File: src/rtl/alu_pkg.sv
// Shared opcode encodings, widths and operand bundle for the 64-bit alu and its issue front end.
package alu_pkg;

   localparam int ALU_W = 64;
   localparam int OPC_W = 2;

   localparam logic [OPC_W-1:0] ALU_ADD = 2'b00;
   localparam logic [OPC_W-1:0] ALU_SUB = 2'b01;
   localparam logic [OPC_W-1:0] ALU_AND = 2'b10;
   localparam logic [OPC_W-1:0] ALU_XOR = 2'b11;

   // Request fields other than the tag, whose width is set per instance.
   localparam int REQ_W = OPC_W + 2 * ALU_W;
   localparam int RSP_W = ALU_W + 1;

   typedef logic [ALU_W-1:0] alu_word_t;

   typedef struct packed {
      logic [OPC_W-1:0] opcode;
      alu_word_t        a;
      alu_word_t        b;
   } alu_req_t;

endpackage

File: src/rtl/alu.sv
// Combinational 64-bit alu: ADD, SUB, AND, XOR with a signed-overflow flag for ADD/SUB.
module alu
   import alu_pkg::*;
(
   input  logic [OPC_W-1:0] opcode,
   input  logic [ALU_W-1:0] in1,
   input  logic [ALU_W-1:0] in2,
   output logic [ALU_W-1:0] out,
   output logic             of_flag
);

   always_comb begin
      // NOTE: every output gets a default before the case so no path leaves it unassigned (no latch).
      out     = '0;
      of_flag = 1'b0;
      case (opcode)
         ALU_ADD: begin
            out     = in1 + in2;
            of_flag = (in1[ALU_W-1] == in2[ALU_W-1]) && (out[ALU_W-1] != in1[ALU_W-1]);
         end
         ALU_SUB: begin
            out     = in1 - in2;
            of_flag = (in1[ALU_W-1] != in2[ALU_W-1]) && (out[ALU_W-1] != in1[ALU_W-1]);
         end
         ALU_AND: out = in1 & in2;
         ALU_XOR: out = in1 ^ in2;
         default: out = '0;
      endcase
   end

endmodule

File: src/rtl/alu_issue.sv
// Two-stage valid/ready issue wrapper around the alu (S1 operands, S2 result).
// Optional condition-code registers are built when ALU_ISSUE_CC_EN is defined.
module alu_issue
   import alu_pkg::*;
#(
   parameter int TAG_W = 4,
   parameter int CNT_W = 32
) (
   input  logic             clk,
   input  logic             reset,
   input  logic             req_valid,
   output logic             req_ready,
   input  logic [OPC_W-1:0] req_opcode,
   input  logic [ALU_W-1:0] req_a,
   input  logic [ALU_W-1:0] req_b,
   input  logic [TAG_W-1:0] req_tag,
   output logic             rsp_valid,
   input  logic             rsp_ready,
   output logic [ALU_W-1:0] rsp_result,
   output logic             rsp_of,
   output logic [TAG_W-1:0] rsp_tag,
   output logic [CNT_W-1:0] op_count,
   output logic             cc_zf,
   output logic             cc_sf,
   output logic             cc_of
);

   alu_req_t         s1_req;
   logic [TAG_W-1:0] s1_tag;
   logic             s1_valid;
   logic             s2_valid;
   logic [ALU_W-1:0] alu_out;
   logic             alu_of;
   logic             req_fire;
   logic             rsp_fire;
   logic             s2_adv;

   // S1 may drain into S2 whenever S2 is empty or is being consumed this cycle.
   assign s2_adv    = s1_valid & (~s2_valid | rsp_ready);
   assign req_ready = ~s1_valid | s2_adv;
   assign req_fire  = req_valid & req_ready;
   assign rsp_fire  = s2_valid & rsp_ready;
   assign rsp_valid = s2_valid;

   // S1 valid bit
   always_ff @(posedge clk) begin
      // NOTE: sequential state uses non-blocking assignment so all registers sample pre-edge values.
      if (reset) begin
         s1_valid <= 1'b0;
      end else if (req_fire) begin
         s1_valid <= 1'b1;
      end else if (s2_adv) begin
         s1_valid <= 1'b0;
      end
   end

   // NOTE: the S1 payload has no reset; it is only observed through s1_valid, which is reset.
   always_ff @(posedge clk) begin
      if (req_fire) begin
         s1_req.opcode <= req_opcode;
         s1_req.a      <= req_a;
         s1_req.b      <= req_b;
         s1_tag        <= req_tag;
      end
   end

   alu u_alu (
      .opcode  (s1_req.opcode),
      .in1     (s1_req.a),
      .in2     (s1_req.b),
      .out     (alu_out),
      .of_flag (alu_of)
   );

   // S2 holds the result visible on the response port until it is taken.
   always_ff @(posedge clk) begin
      if (reset) begin
         s2_valid   <= 1'b0;
         rsp_result <= '0;
         rsp_of     <= 1'b0;
         rsp_tag    <= '0;
      end else if (s2_adv) begin
         s2_valid   <= 1'b1;
         rsp_result <= alu_out;
         rsp_of     <= alu_of;
         rsp_tag    <= s1_tag;
      end else if (rsp_fire) begin
         s2_valid   <= 1'b0;
      end
   end

   // Completed-operation counter saturates rather than wrapping.
   always_ff @(posedge clk) begin
      if (reset) begin
         op_count <= '0;
      end else if (rsp_fire && (op_count != {CNT_W{1'b1}})) begin
         op_count <= op_count + CNT_W'(1);
      end
   end

`ifdef ALU_ISSUE_CC_EN
   always_ff @(posedge clk) begin
      if (reset) begin
         cc_zf <= 1'b0;
         cc_sf <= 1'b0;
         cc_of <= 1'b0;
      end else if (rsp_fire) begin
         cc_zf <= (rsp_result == '0);
         cc_sf <= rsp_result[ALU_W-1];
         cc_of <= rsp_of;
      end
   end
`else
   assign cc_zf = 1'b0;
   assign cc_sf = 1'b0;
   assign cc_of = 1'b0;
`endif

endmodule

File: config.mk
export PLATFORM = sky130hd
export DESIGN_NAME = alu_issue
export DESIGN_NICKNAME = d
export VERILOG_FILES = /design/src/rtl/alu_pkg.sv /design/src/rtl/alu.sv /design/src/rtl/alu_issue.sv
export SDC_FILE = /design/constraint.sdc
export NUM_CORES = 1
export LEC_CHECK = 0
export BUFFER_PORTS_ARGS = -buffer_cell sky130_fd_sc_hd__buf_2
export CORE_MARGIN = 8
export CORE_UTILIZATION = 40
export CTS_CLUSTER_SIZE = 30
export DETAILED_ROUTE_END_ITERATION = 7
export GPL_ROUTABILITY_DRIVEN = 0
export GPL_TIMING_DRIVEN = 0
export PLACE_DENSITY_LB_ADDON = 0.05
export SETUP_SLACK_MARGIN = 0.2
export SYNTH_ARGS = -nofsm -noshare
export SYNTH_HDL_FRONTEND = slang
export SYNTH_SLANG_ARGS = --single-unit
File: constraint.sdc
create_clock -name clk -period 11.76 [get_ports clk]
set_input_delay 0.588 -clock clk [delete_from_list [all_inputs] [get_ports clk]]
set_output_delay 0.588 -clock clk [all_outputs]
set_load 0.05 [all_outputs]
==> results.md, run 1 <==
Floorplan:
- Pin placement for this block handled 244 I/O pins.
- The core region is 43200 sq um.
- The die covers 50900 sq um.
- In this run the core area contains 76 standard-cell rows.
- The die outline width is 226 um.
- Once the floorplan was initialized, standard cells occupied 40.7% of the core.
- The height of the die is 226 um.

Timing:
- Setup repair after global routing left no endpoint under its margin.
- The final sum of negative setup slack is 0 ns.
- The worst-case headroom to the max-slew limit is 10.0%.
- The top achievable clock speed is 220 MHz.
- The share of the clock period used by the worst path is 38.6%.
- Hold timing on the final database bottoms out at a slack of 0.178 ns.
- The final critical path time including I/O delays and setup is 4.54 ns.
- Once routing completed, OpenROAD measured the worst setup slack at 7.22 ns.
- Setup violations remaining at the end of the flow were counted as 0.
- The hold violation count in the final report is 0.
- The max-slew violation count was 0.
- The worst clock skew on the final layout is 0.0152 ns.
- The measured slew at the worst slew-check pin is 1.34 ns.

Synth:
- The number of standard cells after synthesis is 2117.
- The area share of the largest cell type after synthesis is 22.9%.
- The count of unique library cells instantiated by Yosys is 82.
- In the post-synthesis netlist, the biggest area contributors are sky130_fd_sc_hd__edfxtp_1 23%, sky130_fd_sc_hd__dfxtp_1 12%, sky130_fd_sc_hd__ha_1 9.1%, sky130_fd_sc_hd__a21oi_1 6.0%, sky130_fd_sc_hd__nor2_1 4.8%.
- For this run, the leading register cell type out of synthesis is sky130_fd_sc_hd__edfxtp_1.
- For this run, the register share of the synthesized area comes to 34.7%.
- The cell taking the most area after synthesis is sky130_fd_sc_hd__edfxtp_1.
- Counting flops and latches in the post-synthesis netlist gives 237.
- Counting flops with an async set or reset pin after synthesis yields a share of 0%.
- The post-synthesis cell area is 17600 sq um.
- Each instance of the synthesized netlist takes up on average 8.29 sq um.
- Counting flops with a built-in enable in the synthesized netlist gives 134.
- The warning count from the yosys run is 0.

Layout:
- The repair_antennas step left the layout with diodes totalling 0.
- The final cell utilization of the core is 47.5%.
- The most common cell after layout, fill and taps aside is sky130_fd_sc_hd__buf_2.
- The share of layout cells above drive strength 1 is 14.0%.
- Once layout is done, the placed cells without fillers occupy 20500 sq um.
- The number of fill cells in the layout is 4286.
- The library cells used most frequently in the layout, excluding fill and tap cells, are 245 x sky130_fd_sc_hd__buf_2, 223 x sky130_fd_sc_hd__nor2_1, 211 x sky130_fd_sc_hd__a21oi_1, 155 x sky130_fd_sc_hd__nand2_1, 139 x sky130_fd_sc_hd__inv_1.
- The final instance count without filler cells is 3000.
- The layout-stage area growth over the synthesis result is 16.8%.
- After the last flow step, the layout net total stands at 2659.

Worst setup path:
- Data arrives at the worst endpoint at 4.95 ns.
- In this design, the stage delay of the slowest critical-path cell is 0.78 ns.
- By startpoint and endpoint, the worst setup path is classified as reg2reg.
- The biggest fanout along the worst timing path is 10.
- The gate family responsible for the most delay along the worst path is compound AO/OA/AOI/OAI gates.
- STA classifies the critical path startpoint as a flop.
- Together, buffers and inverters on the worst path number 1.
- At the worst endpoint, the required time is 12.17 ns.
- The signal on the critical path passes through ha_1 > buf_2 > nor3_1 > o21ai_0 > a211oi_1 > o211ai_1 > a2111oi_4 > o211ai_1 > a2111oi_0 > nor4_1 > o21ai_0 > a41oi_1.
- Among all stages on the critical path, the largest delay is contributed by sky130_fd_sc_hd__a2111oi_0.
- STA classifies the critical path endpoint as a flop.

Routing:
- After detailed routing, the number of vias per cell comes to 6.19.
- The DRC violation count after routing is 0.
- The length of routed met3 wiring is 8.23 mm.
- The count of antenna-violating nets left after detailed routing is 0.
- The routed design uses 31.9 mm of met2 wire.
- The detailed router finished its first iteration with 2314 violations.
- The top routing layer in use is met4.
- The count of vias placed by the detailed router is 18572.
- The average wire per cell in the routed design is 24.8 um.
- The routed metal-1 wire length is 30.6 mm.
- The detailed-routing iteration count for the pre-antenna-repair pass is 7.
- After detailed routing, the total wire length is 74.3 mm.

Global route:
- Entering global routing, the biggest net connects 69 pins.
- The number of global-route vias before repair came to 17905.
- The first global-routing pass estimated 110 mm of wire.
- The total routing resource utilization after global routing is 27.9%.
- The total overflow left after global routing is 0.
- The number of antenna violations at the first check in global routing is 0.

CTS:
- In this run, post-CTS hold repair placed 0 buffers.
- The TritonCTS clock tree is done.
- Clock tree synthesis inserted a total of 30 buffers.
- The number of clock sinks seen by CTS is 237.
- In this run the number of H-tree levels came out at 1.
- The number of gates resized after CTS was 0.
- The cell at the root of the clock tree is sky130_fd_sc_hd__clkbuf_16.
- In this run the deepest clock path goes through 3 buffers.
- The clock-pin slew on the worst setup and hold paths is 0.06 ns.
- The clock latency reported for the late side of the worst-skew pair is 0.58 ns.
- The buffers inserted during post-CTS setup optimization is 0.

Worst hold path:
- The classification of the worst-slack hold path is in2reg.

Job:
- The tool flagged a number of max-cap violations equal to 0.

Pwr:
- In this run the power density over the cells is 128 nW/um^2.
- Summed over all cells, the static leakage comes to 8.51 nW.
- The total power consumption of the routed design is 2.63 mW.
- The maximum VDD drop is 0.0000996 V.

Place:
- The total cell area at the placement stage is 19500 sq um.
- OpenSTA, run right after detailed placement, puts the worst setup slack at 7.40 ns.
- The number of input and output port buffers inserted is 239.
- Summed over all nets, the half-perimeter wirelength after detailed placement is 56.4 mm.
- In this run, placement finished with an instance count of 2944.

Status:
- The flow ran to the end, and the final reports show no timing, DRC or antenna violations.
## registers in the layout, indices dropped and copies added, names as in the netlist
| signal | count |
|---|---|
| s1_req | 130 |
| s1_tag | 4 |
| s1_valid | 1 |
| rsp_result | 64 |
| rsp_valid | 1 |
| rsp_of | 1 |
| op_count | 32 |
| rsp_tag | 4 |
## layer usage
| layer | GRT usage, % | vias up |
|---|---|---|
| met5 | 0 | - |
| met4 | 12.5 | 0 |
| met3 | 6.00 | 213 |
| met2 | 42.8 | 1238 |
| met1 | 37.4 | 8750 |
| li1 | - | 8371 |
## cell families (layout without fill, tap and decap cells)
family,after synthesis,after routing,share of synthesized area [%]
xor gates and xnor gates,43,43,2.15
AOI/OAI and AO/OA,688,688,26.2
muxes,37,37,2.22
DFF,237,237,34.7
adders and majority gates,130,130,9.35
other,1,3,0.0214
and+or+nand+nor,706,706,19.3
buffers and inverters,275,571,6.07
## cells in the mapped netlist (31+ instances only)
cell,count
sky130_fd_sc_hd__nand2_1,155
sky130_fd_sc_hd__inv_1,139
sky130_fd_sc_hd__nand4_1,44
sky130_fd_sc_hd__clkbuf_1,108
sky130_fd_sc_hd__o21ai_0,117
sky130_fd_sc_hd__ha_1,128
sky130_fd_sc_hd__a21oi_1,211
sky130_fd_sc_hd__nor3_1,70
sky130_fd_sc_hd__nand3_1,43
sky130_fd_sc_hd__o211ai_1,32
sky130_fd_sc_hd__a211oi_1,43
sky130_fd_sc_hd__mux2i_1,31
sky130_fd_sc_hd__nor2b_1,33
sky130_fd_sc_hd__dfxtp_1,103
sky130_fd_sc_hd__edfxtp_1,134
sky130_fd_sc_hd__o31ai_1,32
sky130_fd_sc_hd__nor2_1,223
sky130_fd_sc_hd__o21bai_1,33
## path summary, 6_finish.rpt
check	start	endpoint	slack, ns	cells after the start
worst max-delay path	s1_req[67]$_DFFE_PP_	rsp_result[57]$_SDFFE_PP0P_	7.22	12
worst max register to register	s1_req[67]$_DFFE_PP_	rsp_result[57]$_SDFFE_PP0P_	7.22	12
worst min-delay path	req_a[57]	s1_req[121]$_DFFE_PP_	0.18	1
worst min register to register	rsp_result[9]$_SDFFE_PP0P_	rsp_result[9]$_SDFFE_PP0P_	0.46	2
## report_power, final
part | switching (mW) | internal, mW
combinational | 0.526 | 0.228
clock | 0.371 | 0.541
sequential | 0.0326 | 0.926
total | 0.930 | 1.70
## area by class of cell
cell class	instances	area, sq um	share of cell area [%]
Clock buffer	42	877	4.28
Inverter	140	526	2.56
Sequential cell	237	6090	29.7
Tap cell	585	732	3.57
Buffer	135	541	2.64
Clock inverter	14	113	0.549
Multi-Input combinational cell	1607	10400	50.8
Timing Repair Buffer	240	1220	5.97
(Power assumes the default switching activity.)
==> run 2, diff against run 1 <==
- ABC_AREA: default -> 1
- clock period: 11.76 -> 3.71 ns (I/O delays scaled with it)
==> run 2 against run 1 <==
  * Global-route usage grew 0.96 points
  * Hold slack lost 0.13 ns
  * Largest cell class unchanged
  * Die area is 21% higher
  * Total power grew to 3.4 times the previous value
  * Combinational power grew to 4.0 times the previous value
  * Count of clock-buffer cells in the layout decreased by 4
  * Critical path depth is 3 higher
  * Synthesized cell count rose by 65%
  * Highest routed layer is now met5
  * Register-to-register slack got worse by 6.9 ns
  * Via count increased by 29%
  * Clock power grew to 3.1 times the previous value
==> results.md, run 2 <==
Status:
- The flow ran to the end, and the final reports show no timing, DRC or antenna violations.

Global route:
- The maximum number of pins on one net before global-route repair was 46 (-33%).
- The routing usage on met3 was 5.55% (-0.45 points).
- The met1 usage in global routing is 38.7% (+1.3 points).
- met2 is the most crowded layer.
- The global routing usage on met2 is 44.8% (+2.0 points).
- The leftover overflow at the end of global routing is 0 (unchanged).
- The total routing resource utilization after global routing is 28.9% (+0.96 points).
- The number of antenna violations at the first check in global routing is 1 (+1).
- The number of global-route vias before repair is 22476 (+26%).
- The global-route wire length before repair was 134 mm (+22%).

CTS:
- The H-tree depth is 1 (unchanged).
- The number of clock sinks seen by CTS was 237 (unchanged).
- The clock-pin slew on the worst setup and hold paths is 0.06 ns (about the same).
- TritonCTS built the clock tree.
- The number of buffers inserted during clock tree synthesis came to 28 (-6.7%).
- The maximum clock path buffer count is 3 (unchanged).
- The number of resized instances in the post-cts repair step is 0 (unchanged).
- The clock latency reported for the late side of the worst-skew pair came to 0.58 ns (about the same).
- The tree is rooted in a sky130_fd_sc_hd__clkbuf_16.

Worst setup path:
- The first element of the critical path is s1_req[10]$_DFFE_PP_.
- The setup path with the least slack is of type reg2reg.
- The beginning of the worst register-to-register path is s1_req[10]$_DFFE_PP_.
- The data arrival time of the critical path was 3.89 ns (-1.06 ns).
- The worst setup path is launched from a flop.
- The required time at the endpoint of the critical path is 4.18 ns (-7.99 ns).
- STA classifies the critical path endpoint as a flop.
- The biggest fanout along the worst timing path is 10 (unchanged).

Timing:
- The final critical path time including I/O delays and setup came to 3.42 ns (-1.12 ns).
- The max-slew violation count came to 0 (unchanged).
- The final sum of negative setup slack is 0 ns (unchanged).
- The final setup violation count is 0 (unchanged).
- The worst hold slack after final layout is 0.0462 ns (-0.132 ns).
- The share of the clock period used by the worst path came to 92.2% (+54 points).
- The measured slew at the worst slew-check pin came to 1.29 ns (-0.0574 ns).
- The final critical-path setup slack came to 0.289 ns (-6.93 ns).
- Setup repair after global routing left no endpoint under its margin.
- The hold violation count in the final report came to 0 (unchanged).
- The worst-case headroom to the max-slew limit came to 14.2% (+4.2 points).
- The top achievable clock speed is 292 MHz (+33%).
- The worst clock skew on the final layout is 0.0177 ns (+0.00250 ns).

Routing:
- The average wire per cell in the routed design is 19.7 um (-20%).
- The via-per-instance ratio is 5.17 (-16%).
- The count of antenna-violating nets left after detailed routing is 0 (unchanged).
- The detailed-routing iteration count for the pre-antenna-repair pass is 8 (+1).
- The violation count after the first detailed-route iteration is 2080 (-10%).
- The count of vias placed by the detailed router is 23880 (+29%).
- The total length of routed wires is 91.1 mm (+23%).
- The DRC violation count after routing is 0 (unchanged).

Place:
- The total cell area at the placement stage is 23700 sq um (+21%).
- The estimated wirelength of the detail-placed design is 75.5 mm (+34%).
- The number of input and output port buffers inserted is 239 (unchanged).
- The placed cell count is 4428 (+50%).
- The worst-case setup slack after placement came to 0.528 ns (-6.87 ns).

Floorplan:
- The initial standard-cell utilization of the core came to 40.2% (-0.42 points).
- The core area is 53500 sq um (+24%).
- The count of standard-cell rows is 85 (+12%).
- The total I/O pin count was 244 (unchanged).
- The die outline width is 248 um (+10%).
- The height of the die came to 248 um (+10%).
- The die footprint is 61500 sq um (+21%).

Synth:
- In the synthesized netlist the dominant register cell turns out to be sky130_fd_sc_hd__edfxtp_1.
- The number of flops mapped to enable cells by yosys is 134 (unchanged).
- The post-synthesis cell area is 21500 sq um (+23%).
- The register bit count reported by yosys is 237 (unchanged).
- The cell taking the most area after synthesis is sky130_fd_sc_hd__edfxtp_1.
- Counting instances in the post-synthesis netlist gives the leading cell types as 1042 x sky130_fd_sc_hd__nand2_1, 660 x sky130_fd_sc_hd__inv_1, 372 x sky130_fd_sc_hd__nor2_1.
- The async set or reset register ratio after synthesis is 0% (unchanged).
- The area share of the largest cell type after synthesis is 18.7% (-4.2 points).
- Sorting the synthesized cells by area gives the leading types as sky130_fd_sc_hd__edfxtp_1 19%, sky130_fd_sc_hd__nand2_1 18%, sky130_fd_sc_hd__inv_1 12%, sky130_fd_sc_hd__dfxtp_1 9.6%, sky130_fd_sc_hd__ha_1 7.4%.
- The number of standard cells after synthesis was 3488 (+65%).
- The warning count from the yosys run is 0 (unchanged).
- The count of unique library cells instantiated by Yosys is 51 (-38%).
- The sequential element share of the synthesized area is 28.3% (-6.4 points).
- The most common cell in the synthesized netlist is sky130_fd_sc_hd__nand2_1.
- The synthesized area per cell is 6.17 sq um (-26%).

Pwr:
- The power per cell area is 340 nW/um^2 (+170%).
- The total power consumption of the routed design came to 8.85 mW (+240%).
- The leakage power summed over all cells came to 13.2 nW (+55%).
- The maximum VDD drop came to 0.000363 V (+260%).

Layout:
- Leaving out fill and tap cells, the most frequent cell in the layout is sky130_fd_sc_hd__nand2_1.
- Counting flops per register, the top entry is s1_req.
- The final instance count without filler cells is 4617 (+54%).
- The share of layout cells above drive strength 1 is 11.7% (-2.3 points).
- The number of nets in the layout is 4167 (+57%).
- The number of fill cells in the layout is 5824 (+36%).
- The layout-stage area growth over the synthesis result is 20.7%.
- The antenna cell count is 0 (unchanged).
- The flip-flop count of the largest register after layout is 130 (unchanged).
- The final cell utilization of the core is 48.6% (+1.1 points).
- The largest registers in the layout are s1_req x130, rsp_result x64, op_count x32.
- In the layout the commonest cells are 1042 x sky130_fd_sc_hd__nand2_1, 659 x sky130_fd_sc_hd__inv_1, 372 x sky130_fd_sc_hd__nor2_1, 266 x sky130_fd_sc_hd__buf_2, 207 x sky130_fd_sc_hd__nand3_1.
- The post-layout instance area is 26000 sq um (+27%).

Worst hold path:
- The startpoint identified for the worst hold timing path is reset.
- The classification of the worst-slack hold path is in2reg.

Job:
- The number of maximum-capacitance constraint violations is 0 (unchanged).
run 2: changes by cell type after synthesis, sizes merged, moves of 39 or more:
cell,before,now
buf,27,77
clkbuf,108,40
nand3,43,219
nor2,223,406
nand2,155,1058
o22ai,4,43
a211oi,43,1
o21ai,117,179
inv,139,673
run 2: logic make-up after synthesis:
kind of cell	after synthesis	synth area share [%]
AOI/OAI and AO/OA	496	12.7
DFF	237	28.3
buffers and inverters	792	14.9
adders and majority gates	130	7.62
and+or+nand+nor	1799	35.1
xor gates and xnor gates	33	1.34
other	1	0.0174
run 2: area by class of cell:
cell class	count	area, sq um	area share, %
clock inverter	14	164	0.631
tap	696	871	3.35
inverter	675	2540	9.76
sequential	237	6090	23.4
multi-input combinational	2461	12200	47.1
clock buffer	38	782	3.01
timing repair buffer	379	2630	10.1
buffer	117	683	2.63
run 2: per-layer routing:
metal	vias to the layer above	wire (um)
li1	11795	-
met1	10798	38600
met2	1068	38800
met3	217	9130
met4	2	4600
met5	-	13
run 2: what timing repair did:
action	4_1_cts	5_1_grt
buffers inserted	0	0
endpoints found under the hold margin	136	0
hold buffers	137	0
run 2: worst max-delay path, cell delays in order (launching register included):
cell and delay [ns]:
sky130_fd_sc_hd__edfxtp_1 0.39, sky130_fd_sc_hd__inv_1 0.07, sky130_fd_sc_hd__ha_1 0.23, sky130_fd_sc_hd__buf_6 0.15, sky130_fd_sc_hd__nand2_1 0.21, sky130_fd_sc_hd__inv_1 0.09, sky130_fd_sc_hd__a21oi_1 0.55, sky130_fd_sc_hd__nand3_1 0.45
sky130_fd_sc_hd__nand2_1 0.19, sky130_fd_sc_hd__nand2_1 0.15, sky130_fd_sc_hd__nand2_1 0.13, sky130_fd_sc_hd__nand4_1 0.09, sky130_fd_sc_hd__nand3_1 0.23, sky130_fd_sc_hd__nand3b_1 0.19, sky130_fd_sc_hd__nor2_1 0.14, sky130_fd_sc_hd__nor2_1 0.04
run 2: worst paths after layout:
path | to | slack [ns] | cells past startpoint
min | rsp_result[24]$_SDFFE_PP0P_ | 0.05 | 4
max reg2reg | rsp_result[52]$_SDFFE_PP0P_ | 0.29 | 15
max | rsp_result[52]$_SDFFE_PP0P_ | 0.29 | 15
min reg2reg | rsp_result[34]$_SDFFE_PP0P_ | 0.46 | 2
run 2: report_power, final:
group	total, mW	switching [mW]	leakage (nW)	internal (mW)
clock network	2.82	1.14	0.465	1.68
registers	3.02	0.0810	2.15	2.94
logic	3.01	2.12	10.6	0.893
==> run 3, diff against run 2 <==
- ABC_AREA: 1 -> default
==> run 3 against run 2 <==
  * Count of clock-buffer cells in the layout is 3 higher
  * Clock skew is 0.0088 ns lower
  * Critical path depth is 2 lower
  * Utilization is 4.8 points higher
  * Setup slack worse by 0.38 ns
  * The flow now finishes with violations (setup timing)
  * Non-clock buffer count is 54 higher
==> results.md, run 3 (same netlist as run 1, synthesis figures left out) <==
Routing:
- The violation count after the first detailed-route iteration is 2109 (+1.4%).
- The detailed-routing iteration count for the pre-antenna-repair pass is 6 (-2).
- The total length of routed wires is 76.5 mm (-16%).
- The DRC violation count after routing is 0 (unchanged).
- The count of vias placed by the detailed router is 19209 (-20%).
- The average wire per cell in the routed design came to 24.1 um (+22%).
- The via-per-instance ratio was 6.06 (+17%).
- The count of antenna-violating nets left after detailed routing was 0 (unchanged).

Timing:
- The hold violation count in the final report is 0 (unchanged).
- The worst clock skew on the final layout is 0.00887 ns (-0.00882 ns).
- The top achievable clock speed was 263 MHz (-10%).
- The measured slew at the worst slew-check pin is 1.39 ns (+0.106 ns).
- The share of the clock period used by the worst path is 102% (+10 points).
- The final sum of negative setup slack was -0.190 ns (-0.190 ns).
- The worst hold slack after final layout came to 0.306 ns (+0.260 ns).
- The final critical-path setup slack came to -0.0894 ns (-0.379 ns).
- The worst-case headroom to the max-slew limit is 6.77% (-7.4 points).
- The final setup violation count is 4 (+4).
- The final critical path time including I/O delays and setup is 3.80 ns (+0.379 ns).
- The max-slew violation count is 0 (unchanged).
- Setup repair after global routing could not meet its margin everywhere.

CTS:
- The clock-pin slew on the worst setup and hold paths is 0.06 ns (about the same).
- The cell at the root of the clock tree is sky130_fd_sc_hd__clkbuf_16.
- The number of clock sinks seen by CTS came to 237 (unchanged).
- The number of buffers inserted during clock tree synthesis is 28 (unchanged).
- The clock latency reported for the late side of the worst-skew pair is 0.58 ns (about the same).
- The H-tree depth came to 1 (unchanged).
- The maximum clock path buffer count is 3 (unchanged).
- TritonCTS built the clock tree.

Layout:
- The antenna cell count is 0 (unchanged).
- In the final layout, the registers with the most flip-flops are s1_req x130, rsp_result x64, op_count x32.
- The most common cell after layout, fill and taps aside is sky130_fd_sc_hd__buf_2.
- The share of layout cells above drive strength 1 is 20.2% (+8.5 points).
- The post-layout instance area was 23100 sq um (-11%).
- The final instance count without filler cells is 3170 (-31%).
- The area of all sequential standard cells was 6090 sq um (about the same).
- The final cell utilization of the core is 53.4% (+4.8 points).
- The number of nets in the layout is 2832 (-32%).
- Compared with the post-synthesis result, the final layout area differs by 31.4%.
- The top cell types in the final layout, fill and taps aside, are 248 x sky130_fd_sc_hd__buf_2, 218 x sky130_fd_sc_hd__nor2_1, 192 x sky130_fd_sc_hd__a21oi_1, 151 x sky130_fd_sc_hd__nand2_1, 136 x sky130_fd_sc_hd__dlygate4sd3_1.
- The number of fill cells in the layout came to 4179 (-28%).
- The multi-input combinational cell area was 11200 sq um (-8.3%).
- The register with the most flip-flops in the final layout is s1_req.
- The flip-flop count of the largest register after layout is 130 (unchanged).

Global route:
- The number of antenna violations at the first check in global routing is 0 (-1).
- The total routing resource utilization after global routing came to 28.7% (-0.17 points).
- The maximum number of pins on one net before global-route repair is 69 (+50%).
- The number of global-route vias before repair came to 18622 (-17%).
- The leftover overflow at the end of global routing was 0 (unchanged).
- The global-route wire length before repair was 114 mm (-15%).

Pwr:
- The power per cell area came to 376 nW/um^2 (+10%).
- The sequential power share is 35.0% (+0.9 points).
- The cell-internal power is 5.59 mW (+1.4%).
- The switching share of power is 35.5% (-2.1 points).
- The leakage power summed over all cells came to 9.53 nW (-28%).
- The maximum VDD drop is 0.000387 V (+6.8%).
- The share of total power in combinational logic is 31.6% (-2.4 points).
- The clock network fraction of design power is 33.4% (+1.5 points).
- The net switching power of the design is 3.08 mW (-7.5%).

Worst setup path:
- The endpoint identified for the worst register-to-register timing path is rsp_result[44]$_SDFFE_PP0P_.
- In this run the worst setup path begins at s1_req[0]$_DFFE_PP_.
- The register-to-register setup slack is -0.09 ns (-0.38 ns).
- The worst setup path endpoint is rsp_result[44]$_SDFFE_PP0P_.
- The worst setup path is launched from a flop.
- The cell depth of the worst flop-to-flop path is 13 (-2).
- The biggest fanout along the worst timing path is 3 (-7).
- The beginning of the worst register-to-register path is s1_req[0]$_DFFE_PP_.
- The data arrival time of the critical path is 4.27 ns (+0.38 ns).
- STA classifies the critical path endpoint as a flop.
- The required time at the endpoint of the critical path is 4.18 ns (about the same).
- The startpoint-to-endpoint class of the critical path is reg2reg.

Status:
- The flow ran to the end, but the final reports show violations.
- The checks that failed: setup timing.

Floorplan:
- The die footprint was 50900 sq um (-17%).
- The core area is 43200 sq um (-19%).
- The count of standard-cell rows is 76 (-11%).
- The height of the die was 226 um (-9.1%).
- The die outline width is 226 um (-9.1%).
- The initial standard-cell utilization of the core is 40.7% (+0.42 points).
- The total I/O pin count is 244 (unchanged).

Job:
- The number of maximum-capacitance constraint violations is 0 (unchanged).

Place:
- The placed cell count is 2944 (-34%).
- The estimated wirelength of the detail-placed design was 56.4 mm (-25%).
- The number of input and output port buffers inserted came to 239 (unchanged).
- The total cell area at the placement stage came to 19500 sq um (-18%).

Worst hold path:
- In this run the worst hold path is classified as in2reg.
- The worst hold path cell count is 2 (-2).
-- run 3: cell types whose count changed in the layout (fill, tap and decap cells not counted), sizes merged, moves of 32 or more --
cell | previous run | this run
a211oi | 1 | 43
clkbuf | 78 | 139
inv | 673 | 140
nand2 | 1058 | 155
nand3 | 219 | 43
nor2 | 406 | 223
nor2b | 0 | 33
o21ai | 179 | 117
o22ai | 43 | 4
o31ai | 0 | 32
-- run 3: worst min-delay path by stage --
stage / from / to / slack (ns)
6_report: req_a[41] / s1_req[105]$_DFFE_PP_ / 0.31
5_1_grt: req_b[34] / s1_req[34]$_DFFE_PP_ / 0.30
4_1_cts: req_a[41] / s1_req[105]$_DFFE_PP_ / 0.29
3_5_place_dp: req_a[36] / s1_req[100]$_DFFE_PP_ / 0.36
3_3_place_gp: req_a[35] / s1_req[99]$_DFFE_PP_ / 0.36
2_1_floorplan: req_b[0] / s1_req[0]$_DFFE_PP_ / 0.28
-- run 3: worst max-delay path, cell delays in order, from the launching register on --
cell	delay, ns
sky130_fd_sc_hd__edfxtp_1	0.38
sky130_fd_sc_hd__ha_2	0.21
sky130_fd_sc_hd__inv_2	0.04
sky130_fd_sc_hd__fa_2	0.34
sky130_fd_sc_hd__o21ba_4	0.21
sky130_fd_sc_hd__or4_4	0.45
sky130_fd_sc_hd__a31oi_4	0.23
sky130_fd_sc_hd__a21oi_4	0.11
sky130_fd_sc_hd__or4_4	0.56
sky130_fd_sc_hd__a2111oi_4	0.47
sky130_fd_sc_hd__nand2b_4	0.28
sky130_fd_sc_hd__xnor2_2	0.13
sky130_fd_sc_hd__a21oi_2	0.08
sky130_fd_sc_hd__a22o_1	0.19
-- run 3: repair_timing --
item,CTS,global route
hold buffers,136,0
gates cloned,0,0
pin swaps,32,45
endpoints found under the setup margin,44,49
setup buffers,22,17
hold endpoints to repair,136,0
gates resized for setup,114,153
-- run 3: final cells by class --
class | instances | share of cell area, %
multi-input combinational | 1607 | 48.7
sequential | 237 | 26.4
timing repair buffer | 415 | 12.6
clock buffer | 41 | 3.66
tap | 585 | 3.17
buffer | 135 | 2.74
inverter | 140 | 2.29
clock inverter | 10 | 0.504
-- run 3: power by group through the flow --
stage	Clock [mW]	Sequential (mW)	Combinational, mW
2_1_floorplan	0	3.25	1.37
3_3_place_gp	0	3.10	2.28
3_5_place_dp	0	3.09	2.29
4_1_cts	2.95	3.04	2.51
5_1_grt	3.04	3.05	2.90
6_report	2.90	3.04	2.74
-- run 3: metrics by stage --
stage / worst slack, ns / power (mW)
2_1_floorplan: 0.253 / 4.62
3_3_place_gp: -0.660 / 5.38
3_5_place_dp: -0.672 / 5.39
4_1_cts: 0.0147 / 8.51
5_1_grt: -0.130 / 9.00
6_report: -0.0894 / 8.67
-- run 3: metal layers --
metal / GRT usage [%] / vias up / wire length (um)
li1: - / 8722 / -
met1: 38.2 / 9141 / 31700
met2: 44.8 / 1106 / 33300
met3: 5.78 / 240 / 7720
met4: 12.3 / 0 / 3770
met5: 0 / - / 0
